[src/rtl/uart_rx_if.sv]
`default_nettype none
// ============================================================================
// Module      : uart_rx_if
// Description : Serial line, baud tick and received-byte result signals
//               shared by the UART receiver and its driver/consumer side.
// Revision    : 1.0 - initial release
// ============================================================================
interface uart_rx_if;
    logic       os_tick;
    logic       rx;
    logic [7:0] rx_data;
    logic       rx_valid;
    logic       frame_err;
    logic       parity_err;
    logic       rx_busy;

    // Driver of the line and tick; consumer of the received words.
    modport master (
        output os_tick,
        output rx,
        input  rx_data,
        input  rx_valid,
        input  frame_err,
        input  parity_err,
        input  rx_busy
    );

    // The receiver itself.
    modport slave (
        input  os_tick,
        input  rx,
        output rx_data,
        output rx_valid,
        output frame_err,
        output parity_err,
        output rx_busy
    );
endinterface
`default_nettype wire

[src/rtl/uart_rx.sv]
`default_nettype none
// ============================================================================
// Module      : uart_rx
// Description : Oversampling UART receiver, 8N1 by default; defining
//               UART_RX_PARITY_EN builds the 8E1 variant with even parity.
// Revision    : 1.0 - initial release
// ============================================================================
module uart_rx #(
    parameter int OVERSAMPLE = 16
) (
    input  wire logic  clk,
    input  wire logic  reset,
    uart_rx_if.slave   rx_if
);

    localparam int SCW = $clog2(OVERSAMPLE);
    localparam logic [SCW-1:0] c_SC_MID  = SCW'(OVERSAMPLE / 2 - 1);
    localparam logic [SCW-1:0] c_SC_LAST = SCW'(OVERSAMPLE - 1);

    localparam logic [2:0] c_ST_IDLE      = 3'd0;
    localparam logic [2:0] c_ST_START     = 3'd1;
    localparam logic [2:0] c_ST_DATA      = 3'd2;
`ifdef UART_RX_PARITY_EN
    localparam logic [2:0] c_ST_PARITY    = 3'd3;
`endif
    localparam logic [2:0] c_ST_STOP      = 3'd4;
    localparam logic [2:0] c_ST_WAIT_HIGH = 3'd5;

    logic           r_rx_meta;
    logic           r_rx_s;
    logic [2:0]     r_state;
    logic [2:0]     w_next_state;
    logic [SCW-1:0] r_sc;
    logic [2:0]     r_bit_idx;
    logic [7:0]     r_shift;
    logic [7:0]     r_rx_data;
    logic           r_rx_valid;
    logic           r_frame_err;
    logic           w_mid;
    logic           w_last;
    logic           w_par_bad;
    logic           w_valid_nxt;
    logic           w_ferr_nxt;
    logic           w_perr_nxt;
    logic           w_busy;

    always_ff @(posedge clk or posedge reset) begin
        if (reset) begin
            r_rx_meta <= 1'b1;
            r_rx_s    <= 1'b1;
        end else begin
            r_rx_meta <= rx_if.rx;
            r_rx_s    <= r_rx_meta;
        end
    end

    assign w_mid  = rx_if.os_tick && (r_sc == c_SC_MID);
    assign w_last = rx_if.os_tick && (r_sc == c_SC_LAST);

    always_ff @(posedge clk or posedge reset) begin
        if (reset) begin
            r_state <= c_ST_IDLE;
        end else begin
            r_state <= w_next_state;
        end
    end

    always_comb begin
        w_next_state = r_state;
        case (r_state)
            c_ST_IDLE:
                if (rx_if.os_tick && !r_rx_s) w_next_state = c_ST_START;
            c_ST_START:
                if (w_mid) w_next_state = r_rx_s ? c_ST_IDLE : c_ST_DATA;
            c_ST_DATA:
`ifdef UART_RX_PARITY_EN
                if (w_last && (r_bit_idx == 3'd7)) w_next_state = c_ST_PARITY;
            c_ST_PARITY:
                if (w_last) w_next_state = c_ST_STOP;
`else
                if (w_last && (r_bit_idx == 3'd7)) w_next_state = c_ST_STOP;
`endif
            c_ST_STOP:
                if (w_last) w_next_state = r_rx_s ? c_ST_IDLE : c_ST_WAIT_HIGH;
            c_ST_WAIT_HIGH:
                if (rx_if.os_tick && r_rx_s) w_next_state = c_ST_IDLE;
            default:
                w_next_state = c_ST_IDLE;
        endcase
    end

    always_comb begin
        w_busy      = (r_state == c_ST_START) || (r_state == c_ST_DATA) ||
`ifdef UART_RX_PARITY_EN
                      (r_state == c_ST_PARITY) ||
`endif
                      (r_state == c_ST_STOP);
        w_valid_nxt = (r_state == c_ST_STOP) && w_last && r_rx_s && !w_par_bad;
        w_perr_nxt  = (r_state == c_ST_STOP) && w_last && r_rx_s && w_par_bad;
        w_ferr_nxt  = (r_state == c_ST_STOP) && w_last && !r_rx_s;
    end

    // sc restarts on every state change so each phase counts from its own entry tick.
    always_ff @(posedge clk or posedge reset) begin
        if (reset) begin
            r_sc      <= '0;
            r_bit_idx <= 3'd0;
            r_shift   <= 8'h00;
        end else if (rx_if.os_tick) begin
            if ((r_state == c_ST_IDLE) || (w_next_state != r_state) || (r_sc == c_SC_LAST)) begin
                r_sc <= '0;
            end else begin
                r_sc <= r_sc + 1'b1;
            end
            if (r_state == c_ST_START) begin
                r_bit_idx <= 3'd0;
            end else if ((r_state == c_ST_DATA) && w_last) begin
                r_bit_idx <= r_bit_idx + 3'd1;
                r_shift   <= {r_rx_s, r_shift[7:1]};
            end
        end
    end

`ifdef UART_RX_PARITY_EN
    logic r_par_bad;
    logic r_parity_err;

    always_ff @(posedge clk or posedge reset) begin
        if (reset) begin
            r_par_bad <= 1'b0;
        end else if (r_state == c_ST_START) begin
            r_par_bad <= 1'b0;
        end else if ((r_state == c_ST_PARITY) && w_last) begin
            r_par_bad <= r_rx_s ^ (^r_shift);
        end
    end

    always_ff @(posedge clk or posedge reset) begin
        if (reset) begin
            r_parity_err <= 1'b0;
        end else begin
            r_parity_err <= w_perr_nxt;
        end
    end

    assign w_par_bad        = r_par_bad;
    assign rx_if.parity_err = r_parity_err;
`else
    assign w_par_bad        = 1'b0;
    assign rx_if.parity_err = 1'b0;
`endif

    always_ff @(posedge clk or posedge reset) begin
        if (reset) begin
            r_rx_data   <= 8'h00;
            r_rx_valid  <= 1'b0;
            r_frame_err <= 1'b0;
        end else begin
            r_rx_valid  <= w_valid_nxt;
            r_frame_err <= w_ferr_nxt;
            if (w_valid_nxt) begin
                r_rx_data <= r_shift;
            end
        end
    end

    assign rx_if.rx_data   = r_rx_data;
    assign rx_if.rx_valid  = r_rx_valid;
    assign rx_if.frame_err = r_frame_err;
    assign rx_if.rx_busy   = w_busy;

endmodule
`default_nettype wire
[src/flat_wrapper.sv]
// flat-port wrapper written by rule: the top's interface ports become plain ports
module uart_rx_flat 
#(
    parameter int OVERSAMPLE = 16
)
  (clk, reset, rx_if_os_tick, rx_if_rx, rx_if_rx_data, rx_if_rx_valid, rx_if_frame_err, rx_if_parity_err, rx_if_rx_busy);
  uart_rx_if rx_if_i ();
  input  wire logic clk;
  input  wire logic reset;
  input wire logic [$bits(rx_if_i.os_tick)-1:0] rx_if_os_tick;
  input wire logic [$bits(rx_if_i.rx)-1:0] rx_if_rx;
  output wire logic [$bits(rx_if_i.rx_data)-1:0] rx_if_rx_data;
  output wire logic [$bits(rx_if_i.rx_valid)-1:0] rx_if_rx_valid;
  output wire logic [$bits(rx_if_i.frame_err)-1:0] rx_if_frame_err;
  output wire logic [$bits(rx_if_i.parity_err)-1:0] rx_if_parity_err;
  output wire logic [$bits(rx_if_i.rx_busy)-1:0] rx_if_rx_busy;
  assign rx_if_i.os_tick = rx_if_os_tick;
  assign rx_if_i.rx = rx_if_rx;
  assign rx_if_rx_data = rx_if_i.rx_data;
  assign rx_if_rx_valid = rx_if_i.rx_valid;
  assign rx_if_frame_err = rx_if_i.frame_err;
  assign rx_if_parity_err = rx_if_i.parity_err;
  assign rx_if_rx_busy = rx_if_i.rx_busy;
  uart_rx #(.OVERSAMPLE(OVERSAMPLE)) u_core (.clk(clk), .reset(reset), .rx_if(rx_if_i));
endmodule
[config.mk]
export PLATFORM = sky130hd
export DESIGN_NAME = uart_rx_flat
export DESIGN_NICKNAME = d
export VERILOG_FILES = /design/src/rtl/uart_rx_if.sv /design/src/rtl/uart_rx.sv /design/src/flat_wrapper.sv
export SDC_FILE = /design/constraint.sdc
export NUM_CORES = 1
export LEC_CHECK = 0
export ABC_AREA = 1
export BUFFER_PORTS_ARGS = -buffer_cell sky130_fd_sc_hd__clkbuf_2
export CAP_MARGIN = 5
export CORE_MARGIN = 1
export CORE_UTILIZATION = 35
export CTS_BUF_LIST = sky130_fd_sc_hd__clkbuf_2 sky130_fd_sc_hd__clkbuf_4 sky130_fd_sc_hd__clkbuf_8
export DETAILED_ROUTE_END_ITERATION = 8
export PLACE_DENSITY = 0.6
export SETUP_SLACK_MARGIN = 0.15
export SYNTH_ARGS = -nofsm -noshare
export SYNTH_HDL_FRONTEND = slang
export SYNTH_SLANG_ARGS = --single-unit
[constraint.sdc]
create_clock -name clk -period 3.6 [get_ports clk]
set_input_delay 1.08 -clock clk [delete_from_list [all_inputs] [get_ports clk]]
set_output_delay 1.08 -clock clk [all_outputs]
set_load 0.02 [all_outputs]
# Word level (Yosys, flattened, before mapping)
# Index checks and enable logic that the tools add are counted.
# op_classes
addsub	2
eq_ne	8
mux	11
bitwise	1
n_reduce_logical	18
# ops
operator	count
3-bit 2-to-1 mux	8
3-bit case mux with 5 select lines	1
3-bit == test (second input constant)	3
1-bit logical AND	9
4-bit by 1-bit adder with 4-bit output (second input constant)	1
4-bit by 3-bit == test with 1-bit output (second input constant)	1
4-bit == test (second input constant)	1
1-bit logical OR	4
4-bit 2-to-1 mux	1
3-bit by 1-bit adder with 3-bit output (second input constant)	1
3-bit by 1-bit == test with 1-bit output (second input constant)	1
3-bit by 2-bit == test with 1-bit output (second input constant)	1
3-bit zero test	1
3-bit != test	1
3-bit AND reduction	1
2-bit 2-to-1 mux	1
2-bit AND reduction	1
2-bit nonzero test	1
1-bit zero test	1
1-bit inverter	1
# word_totals
ff_bits	30
out_inout_bits	12
word_cells	49

# Longest topological paths before layout
# Gate-level depths: netlist of run 1.
# logic_depth
ltp_word	9
ltp_mapped	10
ltp_nobuf	10

# Worst setup path before layout of run 1
# Ideal clock, no wire load.
# synth_timing
path_type	reg-to-output
start	register u_core.r_state[0]
end	output port rx_if_rx_busy
arrival_ps	1020
path_slack_ps	1500
path_stages_with_launch	4
path_buffers	0
path_cell_list	dfrtp_1 -> nor2_1 -> inv_2 -> o211ai_1
# synth_via
elab_chain_len	3
# synth_lines
element	line_no	source
start, declared	uart_rx.sv:31	logic [2:0] r_state;
start signal, assigned	uart_rx.sv:62	r_state <= c_ST_IDLE;
start signal, assigned	uart_rx.sv:64	r_state <= w_next_state;
3-bit by 1-bit == test with 1-bit output or 3-bit by 2-bit == test with 1-bit output (tied branches)	uart_rx.sv:93	w_busy = (r_state == c_ST_START) || (r_state == c_ST_DATA) ||
1-bit logical OR	uart_rx.sv:93	
1-bit logical OR (*)	uart_rx.sv:93	
end, declared	flat_wrapper.sv:16	output wire logic [$bits(rx_if_i.rx_busy)-1:0] rx_if_rx_busy;
# Mark *: on every way between the ends. The rest lies on a longest branch, timed or not.

# Worst setup path in the final report of run 1
# layout_timing
start	register u_core.r_state[1]
end	output port rx_if_rx_busy
# The elaborated chain is that of the path after synthesis.

==> impl_metrics.sql, run 1 <==
INSERT INTO impl_metrics (metric_group, metric, value, unit) VALUES
('clock_tree', 'ctsRootBufferMaster', 'sky130_fd_sc_hd__clkbuf_8', ''),
('grt', 'gr-usage-all-layers', '13.9', '%'),
('synthesis', 'synth_seq_area_share', '50.9', '%'),
('floorplan', 'die_area', '4490', 'um^2'),
('critical_path', 'required', '2520', 'ps'),
('critical_path', 'crit-reg2reg-capture', 'u_core.rx_if.rx_data[7]', ''),
('clock_tree', 'cts_hold_repair.buffers', '0', ''),
('floorplan', 'num_rows', '23', ''),
('critical_path', 'regToRegStartpoint', 'u_core.r_sc[0]', ''),
('critical_path', 'timing.reg2reg.setup_slack', '1990', 'ps'),
('timing', 'hold_vio_cnt_final', '0', ''),
('timing', 'fin_worst_skew', '5.27', 'ps'),
('critical_path', 'worstPathBufferInverterCount', '3', ''),
('hold_path', 'worst_hold_path_class', 'flip-flop to flip-flop', ''),
('timing', 'setup_viols_final', '0', ''),
('critical_path', 'critical_path.cell_chain', 'inv_2, nand2_2, nor2_2, inv_2, o211ai_1, clkbuf_2', ''),
('synthesis', 'ys.flop_type', 'sky130_fd_sc_hd__dfrtp_1', ''),
('cells_and_area', 'insertedDiodeCount', '0', ''),
('floorplan', 'die_width', '67.0', 'um'),
('route', 'drt-wirelength-per-cell', '11.5', 'um'),
('critical_path', 'timing.critical_path.slowest_stage_cell', 'sky130_fd_sc_hd__dfrtp_1', ''),
('hold_path', 'holdPathStages', '0', ''),
('clock_tree', 'clock_insertion_delay_worst_skew', '280', 'ps'),
('clock_tree', 'tritoncts', 'yes', ''),
('clock_tree', 'clock_path_buffers', '2', ''),
('critical_path', 'critPathKind', 'flip-flop to output pin', ''),
('route', 'wl_met2', '1.20', 'mm'),
('grt', 'grt_antenna_before_repair', '0', ''),
('route', 'avgViaCountPerCell', '4.65', ''),
('clock_tree', 'cts.sink_count', '30', ''),
('placement', 'i_o_buffers', '14', ''),
('cells_and_area', 'layout.nets', '181', ''),
('route', 'dr_wl_met3', '89', 'um'),
('grt', 'grt_max_degree', '31', ''),
('power_and_ir_drop', 'cell_internal_pwr', '0.000667', 'W'),
('route', 'routed_wirelength', '2.60', 'mm'),
('route', 'post-route-drc-count', '0', ''),
('placement', 'finalWeightedCongestion', '0.784', ''),
('hold_path', 'min-delay-start', 'u_core.r_rx_meta', ''),
('power_and_ir_drop', 'fraction_of_power_spent_switching_nets', '31.5', '%'),
('synthesis', 'post_synth.cell_area_avg', '9.49', 'um^2'),
('critical_path', 'worst_path_most_repeated_cell', 'sky130_fd_sc_hd__inv_2', ''),
('clock_tree', 'cts_made_buffers', '5', ''),
('timing', 'final.period_utilization', '69.9', '%'),
('synthesis', 'number_of_unique_standard_cell_types_used_by_synthesis', '31', ''),
('status', 'status', 'completed', ''),
('critical_path', 'critical_path.max_stage_delay', '390', 'ps'),
('critical_path', 'worstPathArrival', '1440', 'ps'),
('clock_tree', 'count_of_buffers_added_by_post_cts_timing_repair_for_setup', '0', ''),
('timing', 'timing.setup.tns', '0', 'ps'),
('cells_and_area', 'stdcell_area', '1700', 'um^2'),
('grt', 'gr-total-overflow', '0', ''),
('run', 'cap_violations', '0', ''),
('timing', 'min_period', '2520', 'ps'),
('floorplan', 'floorplan.core_area', '4030', 'um^2'),
('cells_and_area', 'area_growth', '14.8', '%'),
('timing', 'clock.fmax', '0.398', 'GHz'),
('critical_path', 'timing.critical_path.from_type', 'flip-flop', ''),
('route', 'num_vias', '1047', ''),
('power_and_ir_drop', 'power.switching', '0.000306', 'W'),
('power_and_ir_drop', 'cellPowerDensity', '572', 'nW/um^2'),
('synthesis', 'cell_area_after_synthesis', '1480', 'um^2'),
('clock_tree', 'clk_pin_slew_worst_paths', '60', 'ps'),
('cells_and_area', 'layout-drive-gt1-share', '32.0', '%'),
('route', 'detail_route.wirelength.met1', '1.22', 'mm'),
('power_and_ir_drop', 'cellLeakagePower', '0.845', 'nW'),
('grt', 'grt_pass1_wl', '4.42', 'mm'),
('clock_tree', 'cts_max_level', '2', ''),
('route', 'routed.top_layer', 'met4', ''),
('placement', 'dpl.hpwl', '1.88', 'mm'),
('hold_path', 'hold-path-endpoint', 'u_core.r_rx_s', '');
-- flip-flops by register name, summed over array words and instances (netlist names) --
name                    count
u_core.r_sc                 4
u_core.r_shift              8
u_core.r_bit_idx            3
u_core.rx_if.frame_err      1
u_core.r_rx_meta            1
u_core.rx_if.rx_valid       1
u_core.r_state              3
u_core.r_rx_s               1
u_core.rx_if.rx_data        8
-- synthesized netlist by cell type, drive strengths merged (2+ instances only) --
library cell | n | area share (%)
buf | 4 | 2.4
dfstp | 2 | 3.6
inv | 23 | 5.8
nand2 | 36 | 11
a21oi | 3 | 2.3
xor2 | 2 | 1.2
ha | 3 | 2.5
nand4 | 2 | 0.85
nor3 | 2 | 1.0
nor2 | 12 | 5.0
dfrtp | 28 | 47
nand3 | 11 | 5.2
o21ai | 23 | 10
-- metal layers --
layer | vias to the layer above | track usage (%)
met5 | - | 0
met4 | 0 | 10.6
met3 | 11 | 5.14
met2 | 21 | 21.0
met1 | 486 | 15.6
li1 | 529 | -
-- how the worst max path moves through the flow --
stage	start	endpoint	slack, ps	cells after the start
after CTS	u_core.r_state[1]	rx_if_rx_busy	1050	6
after floorplan	u_core.r_state[0]	rx_if_rx_busy	1500	3
final	u_core.r_state[1]	rx_if_rx_busy	1080	6
after global routing	u_core.r_state[1]	rx_if_rx_busy	980	6
after detailed placement	rx_if_os_tick	u_core.r_bit_idx[0]	1300	7
after global placement	rx_if_os_tick	u_core.r_bit_idx[0]	1340	7
-- cells in the final DEF (no fill, tap or decap), types with 2 or more instances in the layout --
cell type | Yosys | final
sky130_fd_sc_hd__nor2_1 | 8 | 8
sky130_fd_sc_hd__clkbuf_8 | 0 | 5
sky130_fd_sc_hd__nand3_2 | 2 | 2
sky130_fd_sc_hd__o21ai_2 | 9 | 9
sky130_fd_sc_hd__nand2_1 | 31 | 31
sky130_fd_sc_hd__a21oi_2 | 2 | 2
sky130_fd_sc_hd__clkbuf_2 | 0 | 14
sky130_fd_sc_hd__nand3_1 | 8 | 8
sky130_fd_sc_hd__xor2_1 | 2 | 2
sky130_fd_sc_hd__clkbuf_4 | 0 | 2
sky130_fd_sc_hd__nand2_2 | 3 | 3
sky130_fd_sc_hd__dfrtp_1 | 28 | 28
sky130_fd_sc_hd__nand2_4 | 2 | 2
sky130_fd_sc_hd__dfstp_2 | 2 | 2
sky130_fd_sc_hd__nor2_2 | 2 | 2
sky130_fd_sc_hd__o21ai_0 | 14 | 14
sky130_fd_sc_hd__ha_1 | 3 | 3
sky130_fd_sc_hd__nand4_1 | 2 | 2
sky130_fd_sc_hd__inv_1 | 18 | 18
sky130_fd_sc_hd__inv_2 | 5 | 5
-- metrics by stage --
step	total power, W	hold slack (ps)	setup slack, ps	util [%]	cells
global placement	0.000629	346	1340	39.3	217
CTS	0.000986	356	1050	42.2	225
finish	0.000973	356	1080	42.2	225
detailed placement	0.000638	347	1300	39.3	217
global route	0.00103	358	975	42.2	225
floorplan	0.000585	345	1500	-	156
-- power groups by stage --
| stage | Sequential, W | Combinational, W | Clock, W |
|---|---|---|---|
| detailed placement | 0.000404 | 0.000234 | 0 |
| floorplan | 0.000397 | 0.000188 | 0 |
| CTS | 0.000398 | 0.000235 | 0.000353 |
| finish | 0.000398 | 0.000233 | 0.000342 |
| global placement | 0.000401 | 0.000228 | 0 |
| global route | 0.000402 | 0.000266 | 0.000362 |
-- layout make-up --
| cell class | instances | area (um^2) |
|---|---|---|
| clock buffers | 7 | 83.8 |
| inverters | 23 | 86.3 |
| fillers | 418 | 2330 |
| clock inverters | 1 | 30.0 |
| multi-input cells | 99 | 606 |
| flip-flops and latches | 30 | 753 |
| well taps | 50 | 62.6 |
| repair buffers | 15 | 77.6 |
-- worst register-to-register path: stages (launching register included) --
cell                      delay (ps)
sky130_fd_sc_hd__dfrtp_1         390
sky130_fd_sc_hd__ha_1            260
sky130_fd_sc_hd__nand2_4         110
sky130_fd_sc_hd__nor3_2          230
sky130_fd_sc_hd__inv_2            70
sky130_fd_sc_hd__nor2_4          100
sky130_fd_sc_hd__inv_2           140
sky130_fd_sc_hd__nand2_1         130
sky130_fd_sc_hd__o21ai_2          60
-- cell families after synthesis --
family	synth area share [%]
simple gates	23.2
flops	50.9
compound gates	13.8
buf+inv	8.20
fa+ha+maj	2.54
xor+xnor	1.18
other cells	0.253
(Power assumes the default switching activity.)
==> inputs of run 2 (changes only) <==
--- a/config.mk
+++ b/config.mk
@@ -12,7 +12,7 @@
 export CORE_UTILIZATION = 35
 export CTS_BUF_LIST = sky130_fd_sc_hd__clkbuf_2 sky130_fd_sc_hd__clkbuf_4 sky130_fd_sc_hd__clkbuf_8
 export DETAILED_ROUTE_END_ITERATION = 8
-export PLACE_DENSITY = 0.6
+export PLACE_DENSITY = 0.62
 export SETUP_SLACK_MARGIN = 0.15
 export SYNTH_ARGS = -nofsm -noshare
 export SYNTH_HDL_FRONTEND = slang
==> constraint.sdc (replaced) <==
create_clock -name clk -period 2.1 [get_ports clk]
set_input_delay 0.63 -clock clk [delete_from_list [all_inputs] [get_ports clk]]
set_output_delay 0.63 -clock clk [all_outputs]
set_load 0.02 [all_outputs]
==> run 2 against run 1 <==
  * Utilization rose by 1.6 points
  * Clock power rose by 44%
  * Clock skew fell by 2.8 ps
  * Sequential share of layout area fell by 1.5 points
  * First-iteration DRC count fell by 35%
  * Worst hold slack barely moved
  * Critical endpoint unchanged
  * Highest routed layer unchanged
==> impl_metrics.sql, run 2 (same netlist as run 1, synthesis figures left out) <==
INSERT INTO impl_metrics (metric_group, metric, value, unit) VALUES
('clock_tree', 'clk_pin_slew_worst_paths', '70', 'ps'),
('route', 'drt_pass1_iterations', '4', ''),
('power_and_ir_drop', 'irDropWorstVdd', '0.508', 'mV'),
('route', 'post-route-drc-count', '0', ''),
('power_and_ir_drop', 'sequentialPowerShare', '41.2', '%'),
('power_and_ir_drop', 'comb_power_share', '29.4', '%'),
('critical_path', 'worstPathMaxFanout', '3', ''),
('floorplan', 'num_rows', '23', ''),
('floorplan', 'pin_count', '16', ''),
('grt', 'grt_max_degree', '31', ''),
('run', 'cap_violations', '0', ''),
('cells_and_area', 'insertedDiodeCount', '0', ''),
('route', 'drt-initial-drc-count', '52', ''),
('timing', 'setup_viols_final', '0', ''),
('critical_path', 'required', '1470', 'ps'),
('cells_and_area', 'multi_input_area', '626', 'um^2'),
('clock_tree', 'clock_insertion_delay_worst_skew', '280', 'ps'),
('route', 'num_vias', '1051', ''),
('grt', 'grtUsageMet1', '17.4', '%'),
('critical_path', 'timing.reg2reg.setup_slack', '500', 'ps'),
('cells_and_area', 'most_frequent_standard_cell_in_the_layout_excluding_fill_and_tap_cells', 'sky130_fd_sc_hd__nand2_1', ''),
('hold_path', 'worst_hold_path_class', 'flip-flop to flip-flop', ''),
('placement', 'dpl.hpwl', '1.76', 'mm'),
('timing', 'clock.fmax', '0.526', 'GHz'),
('clock_tree', 'cts.sink_count', '30', ''),
('route', 'ant_nets', '0', ''),
('grt', 'met2_grt_util', '20.9', '%'),
('grt', 'grt_pass1_wl', '4.46', 'mm'),
('timing', 'min_period', '1900', 'ps'),
('power_and_ir_drop', 'cell_internal_pwr', '0.00110', 'W'),
('cells_and_area', 'finalCoreUtilization', '43.8', '%'),
('cells_and_area', 'layout-drive-gt1-share', '36.5', '%'),
('critical_path', 'timing.critical_path.from_type', 'flip-flop', ''),
('critical_path', 'critical_path.endpoint_type', 'output pin', ''),
('clock_tree', 'tritoncts', 'yes', ''),
('critical_path', 'worstPathArrival', '1270', 'ps'),
('route', 'routed_wirelength', '2.59', 'mm'),
('power_and_ir_drop', 'p_total', '0.00167', 'W'),
('placement', 'finalWeightedCongestion', '0.761', ''),
('status', 'status', 'completed', ''),
('critical_path', 'r2r_cells', '8', ''),
('cells_and_area', 'seq_area', '756', 'um^2'),
('power_and_ir_drop', 'cellPowerDensity', '946', 'nW/um^2'),
('floorplan', 'floorplan.core_area', '4030', 'um^2'),
('cells_and_area', 'filler_cell_count', '410', ''),
('clock_tree', 'ctsRootBufferMaster', 'sky130_fd_sc_hd__clkbuf_8', ''),
('route', 'drt-wirelength-per-cell', '11.2', 'um'),
('critical_path', 'critPathKind', 'flip-flop to output pin', ''),
('floorplan', 'floorplan.initialDensity', '36.7', '%'),
('power_and_ir_drop', 'power.switching', '0.000566', 'W'),
('grt', 'busiest_layer', 'met2', ''),
('timing', 'grt_setup_unrepaired', 'no', ''),
('power_and_ir_drop', 'power_frac_clock', '29.4', '%'),
('floorplan', 'die_area', '4490', 'um^2'),
('clock_tree', 'cts_made_buffers', '5', ''),
('grt', 'grt_use_met3', '4.11', '%'),
('timing', 'timing_max_transition_violations_final', '0', ''),
('hold_path', 'holdPathStages', '0', ''),
('cells_and_area', 'layout.nets', '187', ''),
('route', 'avgViaCountPerCell', '4.55', ''),
('timing', 'fin_worst_skew', '2.48', 'ps'),
('placement', 'i_o_buffers', '14', ''),
('cells_and_area', 'area_growth', '19.3', '%'),
('grt', 'gr-total-overflow', '0', ''),
('timing', 'timing.setup.tns', '0', 'ps'),
('clock_tree', 'cts_max_level', '2', ''),
('grt', 'grt_antenna_before_repair', '0', ''),
('timing', 'hold_vio_cnt_final', '0', ''),
('grt', 'grt_pass1_vias', '1015', ''),
('grt', 'gr-usage-all-layers', '13.7', '%'),
('timing', 'final.period_utilization', '90.5', '%'),
('floorplan', 'die_width', '67.0', 'um'),
('power_and_ir_drop', 'cellLeakagePower', '0.867', 'nW'),
('clock_tree', 'clock_path_buffers', '2', ''),
('placement', 'place.detailed.instances', '217', ''),
('cells_and_area', 'most-common-layout-cells', 'sky130_fd_sc_hd__nand2_1, sky130_fd_sc_hd__dfrtp_1, sky130_fd_sc_hd__inv_1, sky130_fd_sc_hd__o21ai_0, sky130_fd_sc_hd__clkbuf_2', ''),
('cells_and_area', 'final_cell_count_no_fill', '231', ''),
('floorplan', 'die_h', '67.0', 'um'),
('clock_tree', 'cts_hold_repair.buffers', '0', ''),
('power_and_ir_drop', 'fraction_of_power_spent_switching_nets', '33.9', '%');
run 2: cell types whose count changed in the layout (fill, tap and decap cells not counted), sizes merged:
cell / change
buf: +7
bufinv: -1
clkbuf: -2
clkinv: +1
clkinvlp: +1
run 2: layout make-up:
cell class / count / share of cell area (%)
sequential: 30 / 42.8
inverter: 23 / 5.03
timing repair buffer: 21 / 7.80
clock buffer: 6 / 4.68
clock inverter: 2 / 0.709
tap: 50 / 3.54
multi-input combinational: 99 / 35.4
run 2: path summary, 6_finish.rpt:
check | from | to
worst max-delay path | u_core.r_state[0] | rx_if_rx_busy
worst min-delay path | u_core.r_rx_meta | u_core.r_rx_s
worst max register to register | u_core.r_sc[0] | u_core.rx_if.rx_data[1]
worst min register to register | u_core.r_rx_meta | u_core.r_rx_s
max in group asynchronous | reset | u_core.r_rx_s
min in group asynchronous | reset | u_core.r_sc[1]
run 2: power groups by stage:
stage,Combinational (W),Clock (W),Sequential [W]
detailed placement,0.000392,0,0.000693
CTS,0.000491,0.000510,0.000684
floorplan,0.000322,0,0.000680
global route,0.000558,0.000533,0.000693
finish,0.000491,0.000491,0.000688
global placement,0.000391,0,0.000691
run 2: what timing repair did:
| item | in CTS | in global routing |
|---|---|---|
| pin swaps | 2 | 1 |
| buffers inserted | 5 | 1 |
| gates resized for setup | 6 | 4 |
| setup endpoints to repair | 1 | 1 |
run 2: metal layers:
layer / part of all wire, % / vias up / wire length, um
met1: 48 / 481 / 1240
met2: 47 / 22 / 1210
met4: 1.5 / 0 / 38
met5: 0 / - / 0
met3: 3.9 / 4 / 102
li1: - / 544 / -
run 2: critical path, cell delays in order, from the launching register on:
cell and delay [ps]:
sky130_fd_sc_hd__dfrtp_2 450, sky130_fd_sc_hd__buf_12 140, sky130_fd_sc_hd__nor2_4 100, sky130_fd_sc_hd__inv_2 40
sky130_fd_sc_hd__o211ai_1 80, sky130_fd_sc_hd__buf_4 170
run 2: per-stage QoR:
step / instance area (um^2) / worst slack [ps] / hold slack [ps]
finish: 1770 / 199 / 357
global route: 1770 / 150 / 366
CTS: 1750 / 158 / 357
detailed placement: 1590 / 278 / 348
global placement: 1590 / 291 / 346
floorplan: 1480 / 450 / 345
==> inputs of run 3 (changes only) <==
--- a/config.mk
+++ b/config.mk
@@ -13,7 +13,7 @@
 export CTS_BUF_LIST = sky130_fd_sc_hd__clkbuf_2 sky130_fd_sc_hd__clkbuf_4 sky130_fd_sc_hd__clkbuf_8
 export DETAILED_ROUTE_END_ITERATION = 8
 export PLACE_DENSITY = 0.62
-export SETUP_SLACK_MARGIN = 0.15
+export SETUP_SLACK_MARGIN = 0.4
 export SYNTH_ARGS = -nofsm -noshare
 export SYNTH_HDL_FRONTEND = slang
 export SYNTH_SLANG_ARGS = --single-unit
==> run 3 against run 2 <==
  * Global-route usage increased by 0.65 points
  * First-iteration DRC count increased by 1.9%
  * Final cell count increased by 1.7%
  * Clock power about the same
  * Utilization increased by 1.4 points
  * Flip-flop and latch count unchanged
  * Wire length increased by 6.5%
  * Power increased by 4.3%
  * Combinational power increased by 14%
  * Die area unchanged
  * Critical endpoint unchanged
==> impl_metrics.sql, run 3 (same netlist as run 1, synthesis figures left out) <==
INSERT INTO impl_metrics (metric_group, metric, value, unit) VALUES
('status', 'status', 'completed', ''),
('hold_path', 'hold-path-endpoint', 'u_core.r_rx_s', ''),
('clock_tree', 'cts_hold_repair.buffers', '0', ''),
('placement', 'i_o_buffers', '14', ''),
('critical_path', 'critPathKind', 'flip-flop to output pin', ''),
('route', 'routed_wirelength', '2.75', 'mm'),
('timing', 'hold_ws', '356', 'ps'),
('placement', 'finalWeightedCongestion', '0.761', ''),
('floorplan', 'die_width', '67.0', 'um'),
('placement', 'detailed_place.area', '1590', 'um^2'),
('placement', 'dpl.hpwl', '1.76', 'mm'),
('clock_tree', 'tritoncts', 'yes', ''),
('grt', 'grt_pass1_wl', '4.68', 'mm'),
('hold_path', 'worst_hold_path_class', 'flip-flop to flip-flop', ''),
('timing', 'setup_viols_final', '0', ''),
('clock_tree', 'clock_insertion_delay_worst_skew', '280', 'ps'),
('critical_path', 'critical_path.endpoint_type', 'output pin', ''),
('critical_path', 'required', '1470', 'ps'),
('hold_path', 'holdPathStages', '0', ''),
('critical_path', 'worstPathArrival', '1320', 'ps'),
('grt', 'grt_antenna_before_repair', '0', ''),
('route', 'drt_pass1_iterations', '4', ''),
('timing', 'fin_worst_skew', '3.08', 'ps'),
('critical_path', 'timing.reg2reg.setup_slack', '530', 'ps'),
('cells_and_area', 'insertedDiodeCount', '0', ''),
('critical_path', 'worstPathMaxFanout', '3', ''),
('power_and_ir_drop', 'cellLeakagePower', '0.877', 'nW'),
('critical_path', 'regToRegStartpoint', 'u_core.r_sc[0]', ''),
('clock_tree', 'cts_max_level', '2', ''),
('cells_and_area', 'most-common-layout-cells', 'sky130_fd_sc_hd__nand2_1, sky130_fd_sc_hd__dfrtp_1, sky130_fd_sc_hd__inv_1, sky130_fd_sc_hd__o21ai_0, sky130_fd_sc_hd__clkbuf_2', ''),
('cells_and_area', 'layout-drive-gt1-share', '38.4', '%'),
('critical_path', 'worstPathBufferInverterCount', '2', ''),
('clock_tree', 'clock_path_buffers', '2', ''),
('floorplan', 'die_h', '67.0', 'um'),
('route', 'post-route-drc-count', '0', ''),
('timing', 'min_period', '1950', 'ps'),
('power_and_ir_drop', 'cellPowerDensity', '955', 'nW/um^2'),
('critical_path', 'r2r_cells', '8', ''),
('timing', 'timing.setup.tns', '0', 'ps'),
('timing', 'final.period_utilization', '92.7', '%'),
('route', 'num_vias', '1080', ''),
('floorplan', 'floorplan.initialDensity', '36.7', '%'),
('grt', 'gr-usage-all-layers', '14.3', '%'),
('run', 'cap_violations', '0', ''),
('hold_path', 'min-delay-start', 'u_core.r_rx_meta', ''),
('cells_and_area', 'area_growth', '23.1', '%'),
('clock_tree', 'cts.sink_count', '30', ''),
('critical_path', 'timing.critical_path.from_type', 'flip-flop', ''),
('critical_path', 'path_delay_family', 'flip-flops', ''),
('critical_path', 'critical_path.max_stage_delay', '450', 'ps'),
('timing', 'clock.fmax', '0.514', 'GHz'),
('cells_and_area', 'stdcell_area', '1820', 'um^2'),
('critical_path', 'cp_depth', '4', ''),
('grt', 'gr-total-overflow', '0', ''),
('grt', 'grt_max_degree', '31', ''),
('route', 'ant_nets', '0', ''),
('floorplan', 'die_area', '4490', 'um^2'),
('clock_tree', 'clk_pin_slew_worst_paths', '70', 'ps'),
('timing', 'hold_vio_cnt_final', '0', ''),
('floorplan', 'num_rows', '23', ''),
('critical_path', 'timing.critical_path.slowest_stage_cell', 'sky130_fd_sc_hd__dfrtp_2', ''),
('power_and_ir_drop', 'irDropWorstVdd', '0.518', 'mV'),
('clock_tree', 'ctsRootBufferMaster', 'sky130_fd_sc_hd__clkbuf_8', ''),
('timing', 'grt_setup_unrepaired', 'yes', ''),
('route', 'avgViaCountPerCell', '4.60', ''),
('cells_and_area', 'filler_cell_count', '402', ''),
('grt', 'grt_pass1_vias', '1073', ''),
('floorplan', 'pin_count', '16', ''),
('critical_path', 'crit-reg2reg-capture', 'u_core.r_sc[0]', ''),
('timing', 'timing_max_transition_violations_final', '0', ''),
('critical_path', 'critical_path.cell_chain', 'nor2_4, inv_2, o211ai_1, buf_4', ''),
('floorplan', 'floorplan.core_area', '4030', 'um^2'),
('clock_tree', 'cts_made_buffers', '5', ''),
('route', 'drt-initial-drc-count', '53', ''),
('cells_and_area', 'most_frequent_standard_cell_in_the_layout_excluding_fill_and_tap_cells', 'sky130_fd_sc_hd__nand2_1', ''),
('route', 'drt-wirelength-per-cell', '11.7', 'um'),
('cells_and_area', 'layout.nets', '191', '');
## run 3: changes by cell type in the layout (fill, tap and decap cells not counted)
cell                      delta
sky130_fd_sc_hd__buf_4       +3
sky130_fd_sc_hd__buf_6       +1
sky130_fd_sc_hd__ha_1        -1
sky130_fd_sc_hd__ha_2        +1
sky130_fd_sc_hd__nand2_4     -1
sky130_fd_sc_hd__nand2_8     +1
sky130_fd_sc_hd__nor2_2      -1
sky130_fd_sc_hd__nor2_4      +1
sky130_fd_sc_hd__nor3_2      -1
sky130_fd_sc_hd__nor3_4      +1
## run 3: how the worst max path moves through the flow
stage	from	endpoint	slack, ps
floorplan	u_core.r_state[0]	rx_if_rx_busy	450
global placement	rx_if_os_tick	u_core.rx_if.rx_data[6]	290
detailed placement	rx_if_os_tick	u_core.rx_if.rx_data[5]	280
CTS	u_core.r_state[0]	rx_if_rx_busy	190
global route	u_core.r_state[2]	rx_if_rx_busy	90
finish	u_core.r_state[0]	rx_if_rx_busy	150
## run 3: where the power goes
group	internal, W	switching [W]
registers	0.000631	0.0000573
logic	0.000245	0.000313
clock network	0.000263	0.000231
total	0.00114	0.000601
## run 3: routing by layer
layer / track usage, % / vias to the layer above / routed length, um
met4: 9.04 / 0 / 51
li1: - / 551 / -
met5: 0 / - / 0
met1: 17.5 / 502 / 1310
met3: 4.45 / 6 / 92
met2: 21.6 / 21 / 1300
## run 3: cell type report
type / instances / area [um^2] / share of cell area, %
clock buffers: 6 / 82.6 / 4.53
clock inverters: 2 / 12.5 / 0.687
inverters: 23 / 88.8 / 4.88
multi-input cells: 99 / 648 / 35.6
flip-flops and latches: 30 / 756 / 41.5
well taps: 50 / 62.6 / 3.43
repair buffers: 25 / 171 / 9.41
## run 3: through the flow
stage / power, W / setup slack, ps / util, % / std cells
2_1_floorplan: 0.00100 / 450 / - / 156
5_1_grt: 0.00185 / 87.4 / 45.2 / 235
3_3_place_gp: 0.00108 / 291 / 39.3 / 217
6_report: 0.00174 / 153 / 45.2 / 235
3_5_place_dp: 0.00108 / 278 / 39.3 / 217
4_1_cts: 0.00173 / 191 / 44.6 / 235
## run 3: what timing repair did
item                       in CTS  in global routing
gates resized for setup         9                  6
hold endpoints to repair        0                  0
setup endpoints to repair       1                 13
cloned                          0                  0
pin swaps                       4                  3
setup buffers                  10                  0
## run 3: worst reg2reg max path, cell delays in order (launching register included)
cell and delay (ps):
sky130_fd_sc_hd__dfrtp_1 400, sky130_fd_sc_hd__ha_2 240, sky130_fd_sc_hd__nand2_4 100, sky130_fd_sc_hd__nor2_8 180, sky130_fd_sc_hd__nand2_1 120, sky130_fd_sc_hd__a31oi_1 160, sky130_fd_sc_hd__nor2_1 80, sky130_fd_sc_hd__nand2_2 120
sky130_fd_sc_hd__o21ai_2 70
